<file path="config.mk">
export PLATFORM = sky130hd
export DESIGN_NAME = pkt_rx_framer
export DESIGN_NICKNAME = d
export VERILOG_FILES = /design/src/rtl/pkt_rx_framer.sv
export SDC_FILE = /design/constraint.sdc
export NUM_CORES = 1
export LEC_CHECK = 0
export BUFFER_PORTS_ARGS = -buffer_cell sky130_fd_sc_hd__buf_2
export CAP_MARGIN = 20
export CORE_MARGIN = 5
export CORE_UTILIZATION = 24
export DETAILED_ROUTE_END_ITERATION = 16
export HOLD_SLACK_MARGIN = 0.02
export PLACE_DENSITY = 0.37
export RECOVER_POWER = 100
export SETUP_SLACK_MARGIN = 0.1
export SYNTH_ARGS = -nofsm -noshare
export SYNTH_HDL_FRONTEND = slang
export SYNTH_SLANG_ARGS = --single-unit
</file>
<file path="constraint.sdc">
create_clock -name ref_clk -period 6 [get_ports ref_clk]
set_input_delay 1.5 -clock ref_clk [delete_from_list [all_inputs] [get_ports ref_clk]]
set_output_delay 1.5 -clock ref_clk [all_outputs]
set_load 0.01 [all_outputs]
</file>
<file path="src/rtl/pkt_rx_framer.sv">
`default_nettype none
// ============================================================================
//  Module   : pkt_rx_framer
//  Purpose  : Byte-level packet receiver/validator. Parses START / SRC / DST /
//             CNT / TYPE / LEN / DATA / CRC / STOP frames, checks address,
//             counter monotonicity and CRC-8, buffers the payload and releases
//             it on a ready/valid stream only after the whole frame is good.
//  Revision : 1.0 - initial release
// ============================================================================
module pkt_rx_framer #(
    parameter int         ADDR_BYTES  = 2,
    parameter int         CNT_BYTES   = 4,
    parameter int         MAX_PAYLOAD = 16,
    parameter logic [7:0] START_BYTE  = 8'hAA,
    parameter logic [7:0] STOP_BYTE   = 8'h55,
    parameter int         DELIM_LEN   = 2,
    parameter logic [7:0] CRC_POLY    = 8'h07,
    parameter int         TMOUT_CYC   = 5000000,
    parameter bit         BCAST_EN    = 1'b1
) (
    input  logic                    ref_clk,
    input  logic                    reset,
    input  logic [8*ADDR_BYTES-1:0] dev_addr,
    input  logic [7:0]              in_data,
    input  logic                    in_valid,
    input  logic                    in_par_err,
    output logic                    in_ready,
    output logic [7:0]              out_data,
    output logic                    out_valid,
    input  logic                    out_ready,
    output logic                    out_last,
    output logic [7:0]              out_type,
    output logic [8*ADDR_BYTES-1:0] out_src,
    output logic                    valid_intr,
    output logic [2:0]              err_code,
    output logic                    err_valid
);

    localparam int AW    = 8 * ADDR_BYTES;
    localparam int CW    = 8 * CNT_BYTES;
    localparam int IDX_W = (MAX_PAYLOAD > 1) ? $clog2(MAX_PAYLOAD) : 1;
    localparam int TW    = $clog2(TMOUT_CYC + 1);

    localparam logic [7:0]    c_addr_last  = 8'(ADDR_BYTES - 1);
    localparam logic [7:0]    c_cnt_last   = 8'(CNT_BYTES - 1);
    localparam logic [7:0]    c_delim_last = 8'(DELIM_LEN - 1);
    localparam logic [8:0]    c_max_len    = 9'(MAX_PAYLOAD);
    localparam logic [TW-1:0] c_tmo_last   = TW'(TMOUT_CYC - 1);

    localparam logic [3:0] c_st_hunt  = 4'd0;
    localparam logic [3:0] c_st_src   = 4'd1;
    localparam logic [3:0] c_st_dst   = 4'd2;
    localparam logic [3:0] c_st_cnt   = 4'd3;
    localparam logic [3:0] c_st_type  = 4'd4;
    localparam logic [3:0] c_st_len   = 4'd5;
    localparam logic [3:0] c_st_data  = 4'd6;
    localparam logic [3:0] c_st_crc   = 4'd7;
    localparam logic [3:0] c_st_stop  = 4'd8;
    localparam logic [3:0] c_st_drain = 4'd9;

    localparam logic [2:0] c_err_none = 3'd0;
    localparam logic [2:0] c_err_par  = 3'd1;
    localparam logic [2:0] c_err_tmo  = 3'd2;
    localparam logic [2:0] c_err_dst  = 3'd3;
    localparam logic [2:0] c_err_cnt  = 3'd4;
    localparam logic [2:0] c_err_crc  = 3'd5;
    localparam logic [2:0] c_err_len  = 3'd6;
    localparam logic [2:0] c_err_stop = 3'd7;

    logic [3:0]       r_state;
    logic [7:0]       r_bcnt;       // delimiter count in HUNT/STOP, field byte index elsewhere
    logic [7:0]       r_crc;
    logic [AW-1:0]    r_src;
    logic [AW-1:0]    r_dst;
    logic [CW-1:0]    r_cnt;
    logic [CW-1:0]    r_prev_cnt;
    logic [7:0]       r_type;
    logic [7:0]       r_len;
    logic [TW-1:0]    r_tmo;
    logic [IDX_W-1:0] r_rd_ptr;
    logic [7:0]       r_buf [0:MAX_PAYLOAD-1];
    logic             r_valid_intr;
    logic [2:0]       r_err_code;
    logic             r_err_valid;
    logic [7:0]       r_out_type;
    logic [AW-1:0]    r_out_src;

    logic             w_acc;
    logic             w_in_frame;
    logic [7:0]       w_crc_next;
    logic [AW-1:0]    w_dst_next;
    logic [CW-1:0]    w_cnt_next;
    logic             w_dst_ok;
    logic             w_rd_last;
    logic [2:0]       w_err_code;
    logic             w_err;

    // Bytewise MSB-first CRC-8 update, init/final handled by the caller
    function automatic logic [7:0] crc8_byte(input logic [7:0] crc, input logic [7:0] data);
        logic [7:0] c;
        c = crc ^ data;
        for (int i = 0; i < 8; i++) begin
            c = c[7] ? ((c << 1) ^ CRC_POLY) : (c << 1);
        end
        return c;
    endfunction

    assign w_acc      = in_valid && in_ready;
    assign w_in_frame = (r_state >= c_st_src) && (r_state <= c_st_stop);
    assign w_crc_next = crc8_byte(r_crc, in_data);
    assign w_dst_next = AW'({r_dst, in_data});
    assign w_cnt_next = CW'({r_cnt, in_data});
    assign w_dst_ok   = (w_dst_next == dev_addr) ||
                        (BCAST_EN && (w_dst_next == {AW{1'b1}}));
    assign w_rd_last  = (8'(r_rd_ptr) == (r_len - 8'd1));

    assign in_ready   = (r_state != c_st_drain);
    assign out_valid  = (r_state == c_st_drain);
    assign out_data   = (r_state == c_st_drain) ? r_buf[r_rd_ptr] : 8'h00;
    assign out_last   = (r_state == c_st_drain) && w_rd_last;
    assign out_type   = r_out_type;
    assign out_src    = r_out_src;
    assign valid_intr = r_valid_intr;
    assign err_code   = r_err_code;
    assign err_valid  = r_err_valid;

    // Error detection for the current cycle; parity outranks every field check
    always_comb begin
        w_err_code = c_err_none;
        if (w_in_frame) begin
            if (w_acc) begin
                if (in_par_err) begin
                    w_err_code = c_err_par;
                end else begin
                    case (r_state)
                        c_st_dst:  if ((r_bcnt == c_addr_last) && !w_dst_ok)
                                       w_err_code = c_err_dst;
                        c_st_cnt:  if ((r_bcnt == c_cnt_last) && !(w_cnt_next > r_prev_cnt))
                                       w_err_code = c_err_cnt;
                        c_st_len:  if ((in_data == 8'h00) || ({1'b0, in_data} > c_max_len))
                                       w_err_code = c_err_len;
                        c_st_crc:  if (in_data != r_crc)
                                       w_err_code = c_err_crc;
                        c_st_stop: if (in_data != STOP_BYTE)
                                       w_err_code = c_err_stop;
                        default:   w_err_code = c_err_none;
                    endcase
                end
            end else if (r_tmo == c_tmo_last) begin
                // An accepted byte in the expiring cycle takes the branch above
                w_err_code = c_err_tmo;
            end
        end
    end

    assign w_err = (w_err_code != c_err_none);

    // Frame parser, checker, drain sequencer and error/acceptance reporting
    always_ff @(posedge ref_clk or posedge reset) begin
        if (reset) begin
            r_state      <= c_st_hunt;
            r_bcnt       <= 8'd0;
            r_crc        <= 8'h00;
            r_src        <= '0;
            r_dst        <= '0;
            r_cnt        <= '0;
            r_prev_cnt   <= '0;
            r_type       <= 8'h00;
            r_len        <= 8'h00;
            r_tmo        <= '0;
            r_rd_ptr     <= '0;
            r_valid_intr <= 1'b0;
            r_err_code   <= c_err_none;
            r_err_valid  <= 1'b0;
            r_out_type   <= 8'h00;
            r_out_src    <= '0;
        end else begin
            r_valid_intr <= 1'b0;
            r_err_valid  <= 1'b0;
            if (w_err) begin
                r_state     <= c_st_hunt;
                r_bcnt      <= 8'd0;
                r_tmo       <= '0;
                r_err_code  <= w_err_code;
                r_err_valid <= 1'b1;
            end else begin
                case (r_state)
                    c_st_hunt: begin
                        // Parity-errored bytes are ignored while hunting
                        if (w_acc && !in_par_err) begin
                            if (in_data == START_BYTE) begin
                                if (r_bcnt == c_delim_last) begin
                                    r_state <= c_st_src;
                                    r_bcnt  <= 8'd0;
                                    r_crc   <= 8'h00;
                                    r_tmo   <= '0;
                                end else begin
                                    r_bcnt <= r_bcnt + 8'd1;
                                end
                            end else begin
                                r_bcnt <= 8'd0;
                            end
                        end
                    end
                    c_st_drain: begin
                        if (out_ready) begin
                            if (w_rd_last) begin
                                r_state  <= c_st_hunt;
                                r_rd_ptr <= '0;
                                r_bcnt   <= 8'd0;
                            end else begin
                                r_rd_ptr <= r_rd_ptr + 1'b1;
                            end
                        end
                    end
                    default: begin
                        if (w_acc) begin
                            r_tmo <= '0;
                            case (r_state)
                                c_st_src: begin
                                    r_crc <= w_crc_next;
                                    r_src <= AW'({r_src, in_data});
                                    if (r_bcnt == c_addr_last) begin
                                        r_state <= c_st_dst;
                                        r_bcnt  <= 8'd0;
                                    end else begin
                                        r_bcnt <= r_bcnt + 8'd1;
                                    end
                                end
                                c_st_dst: begin
                                    r_crc <= w_crc_next;
                                    r_dst <= w_dst_next;
                                    if (r_bcnt == c_addr_last) begin
                                        r_state <= c_st_cnt;
                                        r_bcnt  <= 8'd0;
                                    end else begin
                                        r_bcnt <= r_bcnt + 8'd1;
                                    end
                                end
                                c_st_cnt: begin
                                    r_crc <= w_crc_next;
                                    r_cnt <= w_cnt_next;
                                    if (r_bcnt == c_cnt_last) begin
                                        r_state <= c_st_type;
                                        r_bcnt  <= 8'd0;
                                    end else begin
                                        r_bcnt <= r_bcnt + 8'd1;
                                    end
                                end
                                c_st_type: begin
                                    r_crc   <= w_crc_next;
                                    r_type  <= in_data;
                                    r_state <= c_st_len;
                                end
                                c_st_len: begin
                                    r_crc   <= w_crc_next;
                                    r_len   <= in_data;
                                    r_bcnt  <= 8'd0;
                                    r_state <= c_st_data;
                                end
                                c_st_data: begin
                                    r_crc <= w_crc_next;
                                    if (r_bcnt == (r_len - 8'd1)) begin
                                        r_state <= c_st_crc;
                                        r_bcnt  <= 8'd0;
                                    end else begin
                                        r_bcnt <= r_bcnt + 8'd1;
                                    end
                                end
                                c_st_crc: begin
                                    r_state <= c_st_stop;
                                    r_bcnt  <= 8'd0;
                                end
                                c_st_stop: begin
                                    if (r_bcnt == c_delim_last) begin
                                        r_valid_intr <= 1'b1;
                                        r_prev_cnt   <= r_cnt;
                                        r_out_type   <= r_type;
                                        r_out_src    <= r_src;
                                        r_rd_ptr     <= '0;
                                        r_bcnt       <= 8'd0;
                                        r_state      <= c_st_drain;
                                    end else begin
                                        r_bcnt <= r_bcnt + 8'd1;
                                    end
                                end
                                default: r_state <= c_st_hunt;
                            endcase
                        end else begin
                            r_tmo <= r_tmo + 1'b1;
                        end
                    end
                endcase
            end
        end
    end

    // Payload buffer: DATA bytes land at their position within the payload
    always_ff @(posedge ref_clk) begin
        if ((r_state == c_st_data) && w_acc && !in_par_err) begin
            r_buf[IDX_W'(r_bcnt)] <= in_data;
        end
    end

endmodule
`default_nettype wire

</file>
==> results.md, run 1 <==
- CP max stage cell: clkbuf_1
- Die width: ~260 um
- Max-cap violations: 7
- CP max stage delay: 1090 ps
- Synth Cell Area: 15120 sq um
- Slew HR: -18.59%
- Hold Path Class: reg2reg
- Ports: 69
- Cell taking the most area after synthesis: dfrtp_1
- Final Cycle Share: 82.24%
- Crit end category: flip-flop
- ANT nets after route: 0
- RSZ-0062 raised after global routing: false
- Max FO, Critical Path: 27
- DRC viols: 0
- Clock Path Buffers: 3
- Count of cell types in the netlist: 77
- Share of cells above drive strength 1: 18.12%
- Hold slack: 470.2 ps
- Avg Cell Area, Syn: 13.70 sq um
- Drt total wl: 40870 um
- Flop pwr share: 38.9%
- Setup TNS: 0 ps
- Initial antenna violation count: 1
- Final setup skew: 22.59 ps
- F_max: 202.7 MHz
- Vias: around 9000
- Filler cells: 6464
- Worst skew pair latency: 560 ps
- Root Driver: clkbuf_16
- Vias/cell: roughly 4.4
- H-Tree Depth: 2
- Sw frac: about a third
- Tot Pwr: ~7.4 mW
- RePlAce Congestion: roughly 0.76
- CP Cell Sequence: clkbuf_1, inv_1, ha_1, nor2b_1, o211ai_1, a21o_1, a21oi_1, o41ai_4, nor2_1, clkbuf_1, a31oi_1, buf_4, nor2_1
- Cell Int Power: ~5 mW
- Setup Fix Bufs, Post-CTS: 0
- CTS tree: done
- Sw Pwr: 2.513 mW
- Non-Filler Instances: 2060
- Tmin final: about 5000 ps
- Die Y-Extent: 261.0 um
- Worst Path Required: 6470 ps
- Inserted Clock Buffers: 39
- First-pass GRT wire length: 63560 um
- Synth Instances: ~1100
- Area occupied by multi-input gates: 5988 sq um
- Status: complete, but fails checks
- Register clock-pin slew on the reported worst setup and hold paths: around 50 ps
- Setup violators final: 0
- Peak supply drop: 0.1824 mV
- Async set-reset flop share out of synthesis: ~60%
- Startpoint types: input pin
- Clk pwr share: 32.2%
- Predominant post-synthesis flop cell: dfrtp_1
- Row cnt: just over 90
- Diodes inserted: 0
- Power per cell area: 427.2 nW/um^2
- Post-synth EDFFs: 128
- Slew Limit Fails: between 100 and 150
- Total GRT Usage: between 10% and 20%
- Core area: 62740 sq um
- Drt pass-1 iters: 5
- Area contributors post-synth: dfrtp_1, edfxtp_1, mux2_4, mux4_2, mux2_2
- Placed Cells: 1987
- Flops & latches, synth: 308
- Starting Density: roughly 24%
- Share of the synthesized area in the top cell type: 29.79%
- Vias in the first global route: 9820
- Final-report hold violation count: 0
- Detailed Route Iter0 Violations: approximately 600
- CP arrival: between 5000 and 6000 ps
- Final WS setup: 1066 ps
- Die area: 68120 sq um
- CP top delay family: buffers and inverters
- LEAKAGE: 6.830 nW
- Combinational Power Share: 28.9%
- Seq/Total Area, Yosys: a little under three fifths
- # nets final: between 1000 and 1500
- Post-synth net total: 1175
- CTS sink count: 308
- Avg WL per Cell: 19.84 um
- Largest net degree at the start of global routing: 79
- Yosys warning count: 0
- Sequential Area: 8349 sq um
- WS Path Type: in2reg
- Worst-margin pin slew: 1765 ps
- Violated checks: max-capacitance violations, max-slew violations
- Layout area overhead: 14.90%
- Input/output buffers: 68
- Post-place setup slack: 789.1 ps
- Grt ovf: 0
- # resized after CTS: 0
- Hold Buf Count CTS: 0
- CP bufs+invs: 4
- DPL Wire Length: 27830 um
power by group through the flow:
stage          clock network, mW  registers [mW]  logic [mW]
6_report                    2.39            2.89        2.15
5_1_grt                     2.56            2.95        2.42
4_1_cts                     2.47            2.92        2.32
3_5_place_dp                   0            2.96        2.30
3_3_place_gp                   0            2.97        2.31
2_1_floorplan                  0            2.73        1.83
worst min-delay path, cell delays in order, from the launching register on:
cell and delay, ps:
dfrtp_1 340, nand2_1 50, nand2_1 50
state kept, by name, indices dropped and copies added, names as in the netlist, 16 cells and up:
register / flops
r_buf: 128
r_tmo: 23
r_cnt: 32
r_prev_cnt: 32
r_src: 16
out_src: 16
stage by stage:
step                      util (%)  area, sq um
final                        27.69        17370
after global routing         27.69        17370
after CTS                    28.36        17790
after detailed placement     26.27        16480
after global placement       26.27        16480
after floorplan                  -        15120
layout by cell type (no fill, tap or decap), types with 22 or more instances in the layout:
master     netlist  layout
nor3_1          22      22
clkbuf_16        0      39
inv_1           47      46
dfrtp_1        180     179
nand3_1         22      22
xor2_1          39      39
nand4_1         24      24
nor2_1          79      79
a21oi_1         29      29
xnor2_1         33      33
mux2_2          49      49
edfxtp_1       128     128
mux2_1           2      76
clkbuf_1        24      65
ha_1            42      42
buf_2           14      26
nand2_1         61      60
mux4_2          40      40
final cells by class:
cell class,instances,area share [%]
Clock buffer,54,6.172
Multi-Input combinational cell,693,34.47
Sequential cell,308,48.06
Timing Repair Buffer,93,2.823
Tap cell,846,6.092
Inverter,48,1.044
Clock inverter,18,1.347
synthesized netlist by cell type (4+ instances only):
master,count
nand2b_1,7
o21ai_0,19
or4_1,4
a21o_1,8
a21oi_1,29
dfrtp_1,180
mux2_4,80
nor3_1,22
xnor2_1,33
mux4_2,40
and3_1,10
a22o_1,6
nor4_4,4
nand3b_1,5
clkbuf_1,24
a31oi_1,7
or3_1,4
nand2_1,61
nor4_1,11
nand3_1,22
xor2_1,39
inv_1,47
mux2_2,49
ha_1,42
buf_2,14
mux2i_1,5
nor2_1,79
o211ai_1,4
nand4_1,24
buf_6,11
nor2b_1,9
and2_1,11
edfxtp_1,128
routing by layer:
metal | track usage, % | up-vias | part of all wire, %
li1 | - | 4211 | -
met1 | 16.69 | 4629 | 47
met2 | 20.33 | 108 | 48
met3 | 1.928 | 57 | 2.9
met4 | 2.832 | 0 | 1.9
met5 | 0 | - | 0
worst paths after layout:
path,slack (ps),endpoint,cells past startpoint,start
max,1070,r_tmo[19],13,in_data[0]
min,470,err_code[0],2,err_code[0]
max reg2reg,2040,r_buf[1][6],5,r_state[2]
min reg2reg,470,err_code[0],2,err_code[0]
max in group asynchronous,2750,r_rd_ptr[0],4,reset
min in group asynchronous,1060,err_code[0],2,reset
logic make-up (layout without fill, tap and decap cells):
family,count (synthesis),count (layout),share of synthesized area [%]
adders and majority gates,42,42,3.475
buffers and inverters,103,213,3.293
AOI/OAI and AO/OA,104,104,4.915
xor gates and xnor gates,72,72,4.170
muxes,176,176,18.03
and+or+nand+nor,299,299,10.91
DFF,308,308,55.21
No activity file was read; power rests on OpenSTA's default activity.
==> run 2, diff against run 1 <==
--- a/config.mk
+++ b/config.mk
@@ -5,6 +5,7 @@
 export SDC_FILE = /design/constraint.sdc
 export NUM_CORES = 1
 export LEC_CHECK = 0
+export ABC_AREA = 1
 export BUFFER_PORTS_ARGS = -buffer_cell sky130_fd_sc_hd__buf_2
 export CAP_MARGIN = 20
 export CORE_MARGIN = 5
==> constraint.sdc (replaced) <==
create_clock -name ref_clk -period 4.4 [get_ports ref_clk]
set_input_delay 1.1 -clock ref_clk [delete_from_list [all_inputs] [get_ports ref_clk]]
set_output_delay 1.1 -clock ref_clk [all_outputs]
set_load 0.01 [all_outputs]
==> run 2 against run 1 <==
The run still ends with max-capacitance violations, max-slew violations left. Clock skew is 2.9 ps lower. Register-to-register slack lost 1500 ps. Synthesized area shrank 0.11%. Critical endpoint is now out_data[5]. Sequential cell count did not move. Count of clock-buffer cells in the layout up 2. Non-clock buffer count grew 24. Utilization grew 0.21 points.
==> results.md, run 2 <==
- Sequential Area: 8349 sq um
- Grt ovf: 0
- CTS tree: done
- Largest register FFs: approximately 130
- Predominant post-synthesis flop cell: dfrtp_1
- CTS sink count: a little over 300
- Total GRT Usage: 13.23%
- # resized after CTS: 0
- Die area: 68050 sq um
- DPL Wire Length: ~31000 um
- H-Tree Depth: 2
- Detailed Route Iter0 Violations: 718
- Cell taking the most area after synthesis: dfrtp_1
- Commonest cells in the netlist: nand2_1, nor2_1, dfrtp_1, inv_1, edfxtp_1
- ANT nets after route: 0
- Endpoint, Worst Hold: out_src[9]
- Core area: about 63000 sq um
- Max-cap violations: 3
- R2R cell count: 16
- # nets final: 1788
- Starting Density: 24.08%
- Max FO, Critical Path: 45
- CP Cell Sequence: inv_2, clkbuf_2, o21ai_0, o221ai_1, nand3_1, a21oi_1, clkbuf_1
- CP top delay family: buffers and inverters
- Worst-margin pin slew: between 1500 and 2000 ps
- Setup violators final: 0
- Tmin final: 3969 ps
- Clock Path Buffers: 3
- Avg Cell Area, Syn: 9.324 sq um
- Register clock-pin slew on the reported worst setup and hold paths: around 60 ps
- CP max stage delay: 590 ps
- Worst Path Required: approximately 3300 ps
- Biggest register: r_buf
- Worst hold path depth: 2
- Avg WL per Cell: 17.46 um
- Count of cell types in the netlist: 45
- Largest net degree at the start of global routing: 81
- Final setup skew: 19.72 ps
- Synth Instances: 1620
- Final Cycle Share: 90.20%
- CP max stage cell: inv_2
- LEAKAGE: about 7.3 nW
- First-pass GRT wire length: 69400 um
- Status: complete, but fails checks
- Final-report hold violation count: 0
- Most common cell after layout, fill and taps aside: nand2_1
- Die Y-Extent: 260.9 um
- Die width: between 200 and 300 um
- CP bufs+invs: 3
- Most frequent cell after synthesis: nand2_1
- Stages on the worst setup path: 7
- Seq/Total Area, Yosys: 55.27%
- Post-synth EDFFs: 128
- Slew Limit Fails: 135
- DRC viols: 0
- Filler cells: 6776
- Input/output buffers: 68
- FF-to-FF Start: r_state[0]
- Hold slack: 463.5 ps
- CP arrival: between 2000 and 3000 ps
- Synth Cell Area: 15100 sq um
- Root Driver: clkbuf_16
- Area occupied by multi-input gates: roughly 5600 sq um
- Initial antenna violation count: 3
- Worst skew pair latency: 550 ps
- Drt pass-1 iters: 5
- Drt total wl: 45250 um
- Slew HR: -29.98%
- Setup TNS: 0 ps
- Share of cells above drive strength 1: 8.663%
- Hold Path Class: reg2reg
- Row cnt: 92
- RSZ-0062 raised after global routing: false
- Hold Buf Count CTS: 0
- WS Path Type: reg2out
- Setup Fix Bufs, Post-CTS: 0
- RePlAce Congestion: 0.7865
- R2r endpoint: r_prev_cnt[4]
- Crit end category: primary output
- Startpoint types: flip-flop
- Yosys warning count: 0
- Power per cell area: between 400 and 500 nW/um^2
- Inserted Clock Buffers: 40
- F_max: 252.0 MHz
- Layout area overhead: 15.91%
- Largest registers: r_buf: 128 flops, r_cnt: 32 flops, r_prev_cnt: 32 flops
- Async set-reset flop share out of synthesis: 58.44%
- Peak supply drop: 0.1856 mV
- Most frequent cells in the layout: nand2_1, nor2_1, dfrtp_1
- Violated checks: max-capacitance violations, max-slew violations
- Area contributors post-synth: dfrtp_1, edfxtp_1, nand2_1, nor2_1, inv_1
- Vias: ~11000
- FF-to-FF setup slack: around 540 ps
- Ports: 69
- Vias/cell: 4.316
- Min-delay src: r_src[9]
- Share of the synthesized area in the top cell type: 29.82%
- Vias in the first global route: 11310
- Flops & latches, synth: 308
- Post-synth net total: 1691
## run 2: where the power goes
group	switching, mW	leakage (nW)	total, mW	internal [mW]
combinational	0.945	3.09	1.34	0.397
clock	1.26	0.631	3.22	1.96
sequential	0.103	3.59	3.20	3.10
total	2.31	7.31	7.77	5.46
## run 2: metal layers
layer  GRT usage [%]  vias up  share of wire [%]
met3           2.361       65                4.5
li1                -     5586                  -
met1           18.65     5312                 48
met2           20.92      217                 45
met4           3.772        2                2.3
met5               0        -              0.040
## run 2: area by class of cell
cell class	count	share of cell area (%)
Sequential cell	308	47.69
Multi-Input combinational cell	1086	32.17
Clock buffer	56	6.468
Tap cell	846	6.046
Inverter	164	3.552
Timing Repair Buffer	117	3.252
Clock inverter	12	0.7933
Antenna cell	2	0.02859
## run 2: worst max path at each step
stage / startpoint / endpoint / slack (ps)
floorplan: reset / err_code[0] / 990
global placement: in_data[7] / r_tmo[1] / 230
detailed placement: in_data[7] / r_tmo[1] / 170
CTS: r_rd_ptr[0] / out_data[6] / 450
global route: r_rd_ptr[0] / out_data[6] / 170
finish: r_rd_ptr[0] / out_data[5] / 430
## run 2: kinds of logic (layout without fill, tap and decap cells)
group,count (synthesis),in the layout,share of synthesized area (%)
xor gates and xnor gates,62,62,3.595
other,0,2,0
adders and majority gates,42,42,3.479
muxes,1,1,0.06627
buffers and inverters,226,349,6.295
DFF,308,308,55.27
AOI/OAI and AO/OA,271,271,10.76
and+or+nand+nor,710,710,20.54
## run 2: per-stage QoR
| stage | setup WS [ps] | cell area (sq um) | util (%) | cells | power (mW) |
|---|---|---|---|---|---|
| after floorplan | 991.4 | 15110 | - | 1620 | 4.231 |
| after global placement | 226.1 | 16600 | 26.45 | 2521 | 4.679 |
| after detailed placement | 172.5 | 16600 | 26.45 | 2521 | 4.668 |
| after CTS | 451.9 | 17870 | 28.48 | 2589 | 7.973 |
| after global routing | 171.2 | 17500 | 27.90 | 2589 | 8.191 |
| final | 431.2 | 17510 | 27.91 | 2591 | 7.766 |
## run 2: worst register-to-register path: cells and delay by family, from the launching register on
family,cells,cell delay (ps)
buffers and inverters,5,1000
and+or+nand+nor,10,1980
DFF,1,470
AOI/OAI and AO/OA,1,240
